--- config.mk ---
export PLATFORM = sky130hd
export DESIGN_NAME = multicycle_ctrl
export DESIGN_NICKNAME = d
export VERILOG_FILES = /design/src/rtl/rv32i_pkg.sv /design/src/rtl/instr_class_dec.sv /design/src/rtl/multicycle_ctrl.sv
export SDC_FILE = /design/constraint.sdc
export NUM_CORES = 1
export LEC_CHECK = 0
export ABC_AREA = 0
export CORE_MARGIN = 4
export CORE_UTILIZATION = 55
export DETAILED_ROUTE_END_ITERATION = 16
export PLACE_DENSITY_LB_ADDON = 0.3
export SLEW_MARGIN = 30
export SYNTH_ARGS = -nofsm -noshare
export SYNTH_HDL_FRONTEND = slang
export SYNTH_HIERARCHICAL = 1
export SYNTH_SLANG_ARGS = --single-unit
--- constraint.sdc ---
create_clock -name clk_i -period 9.2 [get_ports clk_i]
set_input_delay 2.76 -clock clk_i [delete_from_list [all_inputs] [get_ports clk_i]]
set_output_delay 2.76 -clock clk_i [all_outputs]
set_load 0.005 [all_outputs]
--- src/rtl/rv32i_pkg.sv ---
// Shared RV32I sequencer definitions: opcode values, result-mux encodings,
// sequencer states and instruction classes.
package rv32i_pkg;

    localparam logic [6:0] OPC_LOAD   = 7'b0000011;
    localparam logic [6:0] OPC_STORE  = 7'b0100011;
    localparam logic [6:0] OPC_OP_IMM = 7'b0010011;
    localparam logic [6:0] OPC_OP     = 7'b0110011;
    localparam logic [6:0] OPC_LUI    = 7'b0110111;
    localparam logic [6:0] OPC_AUIPC  = 7'b0010111;
    localparam logic [6:0] OPC_BRANCH = 7'b1100011;
    localparam logic [6:0] OPC_JAL    = 7'b1101111;
    localparam logic [6:0] OPC_JALR   = 7'b1100111;

    localparam logic [1:0] RES_ALU  = 2'b00;
    localparam logic [1:0] RES_MEM  = 2'b01;
    localparam logic [1:0] RES_LINK = 2'b10;

    typedef enum logic [2:0] {FETCH, DECODE, EXEC, MEM, WB, HALT} mc_state_e;

    typedef enum logic [2:0] {LD, ST, ALU, BR, JMP, UPPER, ILL} instr_class_e;

endpackage

--- src/rtl/instr_class_dec.sv ---
// Combinational opcode classifier: maps a RV32I opcode to the sequencing
// class that decides which states an instruction visits.
module instr_class_dec
    import rv32i_pkg::*;
(
    input  logic [6:0]   opcode,
    output instr_class_e instr_class
);

    always_comb begin
        case (opcode)
            OPC_LOAD:             instr_class = LD;
            OPC_STORE:            instr_class = ST;
            OPC_OP, OPC_OP_IMM:   instr_class = ALU;
            OPC_BRANCH:           instr_class = BR;
            OPC_JAL, OPC_JALR:    instr_class = JMP;
            OPC_LUI, OPC_AUIPC:   instr_class = UPPER;
            default:              instr_class = ILL;
        endcase
    end

endmodule

--- src/rtl/multicycle_ctrl.sv ---
// Multi-cycle FETCH/DECODE/EXEC/MEM/WB sequencer for the RV32I core.
// Define MULTICYCLE_ILLEGAL_TRAP_EN to halt on unknown opcodes and expose illegal_instr_o.
module multicycle_ctrl
    import rv32i_pkg::*;
#(
    parameter int INSTRET_W   = 32,
    parameter int MEM_TIMEOUT = 255
) (
    input  logic                 clk_i,
    input  logic                 rst_n_i,
    input  logic [6:0]           opcode_i,
    input  logic [2:0]           funct_3_i,
    input  logic                 branch_taken_i,
    output logic                 imem_req_o,
    input  logic                 imem_ready_i,
    output logic                 dmem_req_o,
    output logic                 dmem_we_o,
    input  logic                 dmem_ready_i,
    output logic                 ir_wr_en_o,
    output logic                 pc_wr_en_o,
    output logic                 pc_sel_o,
    output logic                 reg_wr_en_o,
    output logic [1:0]           result_src_o,
    output logic                 instr_done_o,
    output logic [INSTRET_W-1:0] instret_o,
`ifdef MULTICYCLE_ILLEGAL_TRAP_EN
    output logic                 illegal_instr_o,
`endif
    output logic                 bus_err_o
);

    localparam int WAIT_W = (MEM_TIMEOUT > 1) ? $clog2(MEM_TIMEOUT) : 1;

    mc_state_e            state_reg, state_next;
    logic [WAIT_W-1:0]    wait_cnt_reg, wait_cnt_next;
    logic [INSTRET_W-1:0] instret_reg;
    logic                 bus_err_reg, bus_err_next;
    instr_class_e         instr_class;
    logic                 timeout_hit, retire;
    logic                 imem_req, dmem_req, dmem_we, ir_wr_en, pc_sel, reg_wr_en;
    logic [1:0]           result_src;
    logic                 unused_funct3;

    // Access width is consumed by the memory side, not by the sequencer.
    assign unused_funct3 = ^funct_3_i;

    instr_class_dec u_class_dec (
        .opcode      (opcode_i),
        .instr_class (instr_class)
    );

    assign timeout_hit = (MEM_TIMEOUT != 0) && (wait_cnt_reg == WAIT_W'(MEM_TIMEOUT - 1));

`ifdef MULTICYCLE_ILLEGAL_TRAP_EN
    logic illegal_reg, illegal_next;
`endif

    always_comb begin
        state_next    = state_reg;
        wait_cnt_next = '0;
        bus_err_next  = bus_err_reg;
        imem_req      = 1'b0;
        dmem_req      = 1'b0;
        dmem_we       = 1'b0;
        ir_wr_en      = 1'b0;
        pc_sel        = 1'b0;
        reg_wr_en     = 1'b0;
        result_src    = RES_ALU;
        retire        = 1'b0;
`ifdef MULTICYCLE_ILLEGAL_TRAP_EN
        illegal_next  = illegal_reg;
`endif
        case (state_reg)
            FETCH: begin
                imem_req = 1'b1;
                if (imem_ready_i) begin
                    ir_wr_en   = 1'b1;
                    state_next = DECODE;
                end else if (timeout_hit) begin
                    bus_err_next = 1'b1;
                    state_next   = HALT;
                end else begin
                    wait_cnt_next = wait_cnt_reg + WAIT_W'(1);
                end
            end
            DECODE: begin
                state_next = EXEC;
`ifdef MULTICYCLE_ILLEGAL_TRAP_EN
                if (instr_class == ILL) begin
                    illegal_next = 1'b1;
                    state_next   = HALT;
                end
`endif
            end
            EXEC: begin
                case (instr_class)
                    LD, ST:          state_next = MEM;
                    ALU, JMP, UPPER: state_next = WB;
                    BR: begin
                        pc_sel     = branch_taken_i;
                        retire     = 1'b1;
                        state_next = FETCH;
                    end
                    // Unknown opcodes fall through here as a NOP.
                    default: begin
                        retire     = 1'b1;
                        state_next = FETCH;
                    end
                endcase
            end
            MEM: begin
                dmem_req = 1'b1;
                dmem_we  = (instr_class == ST);
                if (dmem_ready_i) begin
                    retire     = (instr_class == ST);
                    state_next = (instr_class == ST) ? FETCH : WB;
                end else if (timeout_hit) begin
                    bus_err_next = 1'b1;
                    state_next   = HALT;
                end else begin
                    wait_cnt_next = wait_cnt_reg + WAIT_W'(1);
                end
            end
            WB: begin
                reg_wr_en  = 1'b1;
                pc_sel     = (instr_class == JMP);
                result_src = (instr_class == LD)  ? RES_MEM  :
                             (instr_class == JMP) ? RES_LINK : RES_ALU;
                retire     = 1'b1;
                state_next = FETCH;
            end
            HALT:    state_next = HALT;
            default: state_next = FETCH;
        endcase
    end

    always_ff @(posedge clk_i) begin
        if (!rst_n_i) begin
            state_reg    <= FETCH;
            wait_cnt_reg <= '0;
            instret_reg  <= '0;
            bus_err_reg  <= 1'b0;
        end else begin
            state_reg    <= state_next;
            wait_cnt_reg <= wait_cnt_next;
            bus_err_reg  <= bus_err_next;
            if (retire) begin
                instret_reg <= instret_reg + INSTRET_W'(1);
            end
        end
    end

`ifdef MULTICYCLE_ILLEGAL_TRAP_EN
    always_ff @(posedge clk_i) begin
        if (!rst_n_i) begin
            illegal_reg <= 1'b0;
        end else begin
            illegal_reg <= illegal_next;
        end
    end

    assign illegal_instr_o = rst_n_i & illegal_reg;
`endif

    // Everything is forced low while reset is held, abandoning any access in flight.
    assign imem_req_o   = rst_n_i & imem_req;
    assign dmem_req_o   = rst_n_i & dmem_req;
    assign dmem_we_o    = rst_n_i & dmem_we;
    assign ir_wr_en_o   = rst_n_i & ir_wr_en;
    assign pc_wr_en_o   = rst_n_i & retire;
    assign pc_sel_o     = rst_n_i & pc_sel;
    assign reg_wr_en_o  = rst_n_i & reg_wr_en;
    assign result_src_o = rst_n_i ? result_src : 2'b00;
    assign instr_done_o = rst_n_i & retire;
    assign instret_o    = rst_n_i ? instret_reg : '0;
    assign bus_err_o    = rst_n_i & bus_err_reg;

endmodule

==> impl_metrics.tcl, run 1 <==
set metrics [dict create \
    hold_viol_final 0 \
    p_sw_mw 0.0904 \
    synthTopCellsByArea "dfxtp_1 33%, and2_1 12%, xor2_1 6.3%" \
    cts_buffers 5 \
    hpwlAfterDp_um 4020 \
    clockPowerShare_pct 38.9 \
    syn_nets 324 \
    post_drt_wl_per_cell_um 13.7 \
    finalSetupTns_ns 0 \
    grt_pass1_vias 2164 \
    synth_warnings 6 \
    globalplace.congestion 0.851 \
    drive_gt1_share_pct 7.67 \
    synth_top_area_share_pct 33.1 \
    setup_viol 0 \
    cts_tree "yes" \
    drtIter0Drc 93 \
    hold_path_end "wait_cnt_reg[7]" \
    cts_max_path_buffers 2 \
    dr.pass1.iters 4 \
    worst_pin_slew_ns 0.589 \
    die_w_um 77.6 \
    area_growth_pct 24.2 \
    ios 58 \
    cts_setup_buffers 0 \
    cp.arrival_ns 5.56 \
    hold-worst-slack_ns 0.510 \
    p_seq_share_pct 51.8 \
    end_kind "primary output" \
    cp-start-kind "primary input" \
    largest_reg_flops 32 \
    drt.antenna.violating_nets 0 \
    utilization_pct 70.4 \
    fill_cells 400 \
    insertion_delay_ns 0.30 \
    grtUsageTotal_pct 19.7 \
    r2r_end "instret_reg[28]" \
    holdBufCountCts 0 \
    ys_types 50 \
    via_per_inst 5.57 \
    period_share_pct 90.4 \
    yosys.area.top_type "dfxtp_1" \
    synth_cells 306 \
    critPathRequiredTime_ns 6.44 \
    ys_seq_area_share_pct 33.1 \
    synth_area_um2 2660 \
    start_util_pct 56.7 \
    die_height_um 77.6 \
    max_freq_ghz 0.120 \
    diodes 0 \
    post_cts_resized 0 \
    clock_sinks 44 \
    switching_share_pct 23.8 \
    vias 2263 \
    status "complete, no violations" \
    synthFlopType "dfxtp_1" \
    hold_start "wait_cnt_reg[7]" \
    intPower_mw 0.290 \
    nNetsFinal 369 \
    ys_ff_latch 44 \
    async_reset_ff_share_pct 0 \
    worstRegToRegCells 5 \
    min_period_ns 8.32 \
    crit-reg2reg-launch "state_reg[0]" \
    final.setup_skew_ns 0.00357 \
    mostFrequentLayoutCells "53 x and2_1, 53 x clkdlybuf4s50_1, 44 x dfxtp_1, 19 x nor2b_1, 19 x xor2_1" \
    worst-setup-path-type "primary input to primary output" \
    reg2reg_slack_ns 6.83 \
    core_um2 4690 \
    totalWireLength_um 5570 \
    grt_pass1_wl_um 9760 \
    p_leak_nw 1.29 \
    portBuffers 54 \
    htreeDepth 2 \
    syn_area_per_cell_um2 8.70 \
    ir_worst_vdd_mv 0.157 \
    rsz0062_at_grt "no" \
    hp-class "flop to flop" \
    fp-row-count 25 \
    drv_cap 0 \
    root_buffer "clkbuf_8" \
    grt_start_max_net_pins 74 \
    die_area_um2 6020 \
    synth-edff-count 0 \
    crit_fanout 17 \
    combPwrFrac_pct 9.2 \
    path_clk_slew_ns 0.08 \
    drc_errors 0 \
    pwr_density_cell_nw_per_um2 115 \
    antenna_found_initial 0 \
    slew_viol_final 0 \
    grt.overflow.total 0 \
    maxSlewHeadroom_pct 60.7 \
    holdPathStages 2 \
]
==> critical path, stage by stage <==
cell and delay, ns:
clkdlybuf4s50_1 0.47, nand2b_1 0.18, a211o_1 0.41, or2_2 0.35
a22oi_4 0.50, nand2_1 0.21, and2_1 0.22, clkdlybuf4s50_1 0.44
==> layer usage <==
| layer | wire, um | global-route usage, % | part of all wire (%) |
|---|---|---|---|
| met3 | 168 | 4.41 | 3.0 |
| met2 | 2850 | 33.6 | 51 |
| met5 | 0 | 0 | 0 |
| met4 | 77 | 7.12 | 1.4 |
| met1 | 2480 | 24.2 | 44 |
==> per-stage QoR <==
step / power (mW) / instance area [um2] / std cells / setup WS [ns]
finish: 0.380 / 3300 / 406 / 0.883
global route: 0.398 / 3300 / 406 / 0.728
CTS: 0.383 / 3300 / 406 / 0.877
detailed placement: 0.236 / 3190 / 398 / 0.896
global placement: 0.235 / 3190 / 398 / 0.923
floorplan: 0.223 / 2660 / 306 / 1.74
==> power groups by stage <==
stage               combinational (mW)  sequential [mW]  clock, mW
finish                          0.0351            0.197      0.148
detailed placement              0.0350            0.201          0
CTS                             0.0352            0.197      0.151
global route                    0.0387            0.198      0.162
floorplan                       0.0247            0.199          0
global placement                0.0341            0.201          0
==> worst max path at each step <==
stage,from,end,slack (ns),cells after the start
final,opcode_i[4],pc_wr_en_o,0.88,8
after detailed placement,opcode_i[4],pc_wr_en_o,0.90,8
after global routing,opcode_i[4],pc_wr_en_o,0.73,8
after global placement,opcode_i[4],pc_wr_en_o,0.92,8
after floorplan,opcode_i[4],pc_wr_en_o,1.74,9
after CTS,opcode_i[4],pc_wr_en_o,0.88,8
==> synthesized netlist by cell type, types with 7 or more instances <==
| cell type | instances |
|---|---|
| nor2_1 | 13 |
| nand4_1 | 8 |
| a21oi_1 | 13 |
| and3_1 | 7 |
| and2_1 | 53 |
| dfxtp_1 | 44 |
| nand3_1 | 18 |
| nor2b_1 | 19 |
| mux2_1 | 8 |
| clkbuf_1 | 12 |
| xor2_1 | 19 |
| mux2_2 | 7 |
| nand2_1 | 15 |
| inv_1 | 7 |
==> cell type report <==
cell class / count / area (um2) / area share, %
Multi-Input combinational cell: 236 / 1660 / 50.2
Clock buffer: 5 / 68.8 / 2.08
Clock inverter: 3 / 42.5 / 1.29
Inverter: 7 / 26.3 / 0.795
Timing Repair Buffer: 57 / 558 / 16.9
Sequential cell: 44 / 881 / 26.7
Tap cell: 54 / 67.6 / 2.04
==> logic make-up after synthesis <==
group | synth area share (%)
DFF | 33.1
buffers and inverters | 4.51
and+or+nand+nor | 35.2
muxes | 6.72
adders and majority gates | 1.79
xor gates and xnor gates | 7.24
AOI/OAI and AO/OA | 11.5
No activity file was read; power rests on OpenSTA's default activity.
==> run 2, diff against run 1 <==
Settings changed: CORE_UTILIZATION 55 to 51.
Clock period 9.2 ns to 9.3 ns, I/O delays scaled along.
==> run 2 against run 1 <==
  * Global-route usage is 1.8 points lower
  * First-iteration DRC count is 7.5% lower
  * Clock power is 15% higher
  * Utilization is 4.6 points lower
  * Highest routed layer unchanged
==> impl_metrics.tcl, run 2 (synthesis gave the netlist of run 1 again) <==
set metrics [dict create \
    status "complete, no violations" \
    grt_pass1_vias 2176 \
    maxSlewHeadroom_pct 60.6 \
    diodes 0 \
    drc_errors 0 \
    pwr_density_cell_nw_per_um2 120 \
    slew_viol_final 0 \
    ios 58 \
    hold-worst-slack_ns 0.497 \
    vias 2280 \
    final.setup_skew_ns 0.00489 \
    drive_gt1_share_pct 6.86 \
    crit-reg2reg-launch "state_reg[0]" \
    post_cts_resized 0 \
    final_common_cell "clkdlybuf4s50_1" \
    crit_fanout 17 \
    hp-class "flop to flop" \
    htreeDepth 2 \
    end_kind "primary output" \
    nNetsFinal 368 \
    critPathLaunch "opcode_i[4]" \
    period_share_pct 91.6 \
    worst_pin_slew_ns 0.592 \
    drv_cap 0 \
    via_per_inst 5.43 \
    area_growth_pct 25.5 \
    die_height_um 80.2 \
    seqCellArea_um2 881 \
    hpwlAfterDp_um 3920 \
    grtUsageTotal_pct 17.8 \
    r2r_end "instret_reg[20]" \
    crit_end "instr_done_o" \
    hold_viol_final 0 \
    globalplace.congestion 0.859 \
    min_period_ns 8.51 \
    dr.pass1.iters 4 \
    antenna_found_initial 0 \
    cp-start-kind "primary input" \
    root_buffer "clkbuf_8" \
    path_clk_slew_ns 0.08 \
    reg2reg_slack_ns 6.94 \
    finalSetupTns_ns 0 \
    start_util_pct 52.4 \
    die_w_um 80.2 \
    setup_viol 0 \
    mostFrequentLayoutCells "54 x clkdlybuf4s50_1, 53 x and2_1, 44 x dfxtp_1, 19 x nor2b_1, 19 x xor2_1" \
    worst-setup-path-type "primary input to primary output" \
    max_freq_ghz 0.117 \
    insertion_delay_ns 0.29 \
    fp-row-count 26 \
    total_power_mw 0.400 \
    core_um2 5070 \
    critPathRequiredTime_ns 6.51 \
    cts_buffers 5 \
    cts_setup_buffers 0 \
    drtIter0Drc 86 \
    fill_cells 454 \
    largest_reg_flops 32 \
    grt.overflow.total 0 \
    grt_start_max_net_pins 74 \
    drt.antenna.violating_nets 0 \
    ir_worst_vdd_mv 0.0818 \
    totalWireLength_um 5480 \
    grt_pass1_wl_um 9480 \
    clock_sinks 44 \
    rsz0062_at_grt "no" \
    cts_tree "yes" \
    cts_max_path_buffers 2 \
    multi_input_area_um2 1660 \
    holdBufCountCts 0 \
    post_drt_wl_per_cell_um 13.1 \
    die_area_um2 6440 \
    cp.arrival_ns 5.72 \
    portBuffers 54 \
    worstRegToRegCells 5 \
    p_leak_nw 1.29 \
]
==> run 2: worst min-delay path by stage <==
stage	from	endpoint	slack, ns	cells after the start
2_1_floorplan	bus_err_reg	bus_err_reg	0.45	2
3_3_place_gp	bus_err_reg	bus_err_reg	0.47	2
3_5_place_dp	bus_err_reg	bus_err_reg	0.48	2
4_1_cts	bus_err_reg	bus_err_reg	0.50	2
5_1_grt	bus_err_reg	bus_err_reg	0.52	2
6_report	bus_err_reg	bus_err_reg	0.50	2
==> run 2: layer usage <==
| layer | track usage, % | routed length (um) | vias to the layer above | share of wire, % |
|---|---|---|---|---|
| met1 | 22.8 | 2580 | 1076 | 47 |
| met5 | 0 | 0 | - | 0 |
| met4 | 4.22 | 51 | 0 | 0.93 |
| li1 | - | - | 1155 | - |
| met3 | 3.25 | 200 | 5 | 3.6 |
| met2 | 31.0 | 2650 | 44 | 48 |
==> run 2: power by group <==
group	switching (mW)	internal, mW
combinational	0.0184	0.0167
sequential	0.00452	0.190
clock	0.0639	0.106
total	0.0868	0.313
==> run 2: area by class of cell <==
type | instances | area share (%)
Multi-Input combinational cell | 236 | 49.7
Tap cell | 70 | 2.62
Clock buffer | 5 | 2.06
Timing Repair Buffer | 56 | 16.6
Inverter | 7 | 0.787
Clock inverter | 2 | 1.80
Sequential cell | 44 | 26.4
==> run 2: metrics by stage <==
step	utilization [%]	setup slack [ns]	cell area [um2]	cells
after floorplan	-	1.78	2660	306
after global placement	63.3	0.806	3210	413
after CTS	65.8	0.755	3340	420
final	65.8	0.786	3340	420
after detailed placement	63.3	0.792	3210	413
after global routing	65.8	0.583	3340	420
==> run 2: critical path, cell delays in order <==
cell and delay [ns]:
clkdlybuf4s50_1 0.48, or3b_1 0.40, a21oi_1 0.41, nand2_1 0.12
or4_4 0.65, nand2_1 0.18, and2_1 0.17, clkdlybuf4s50_1 0.52
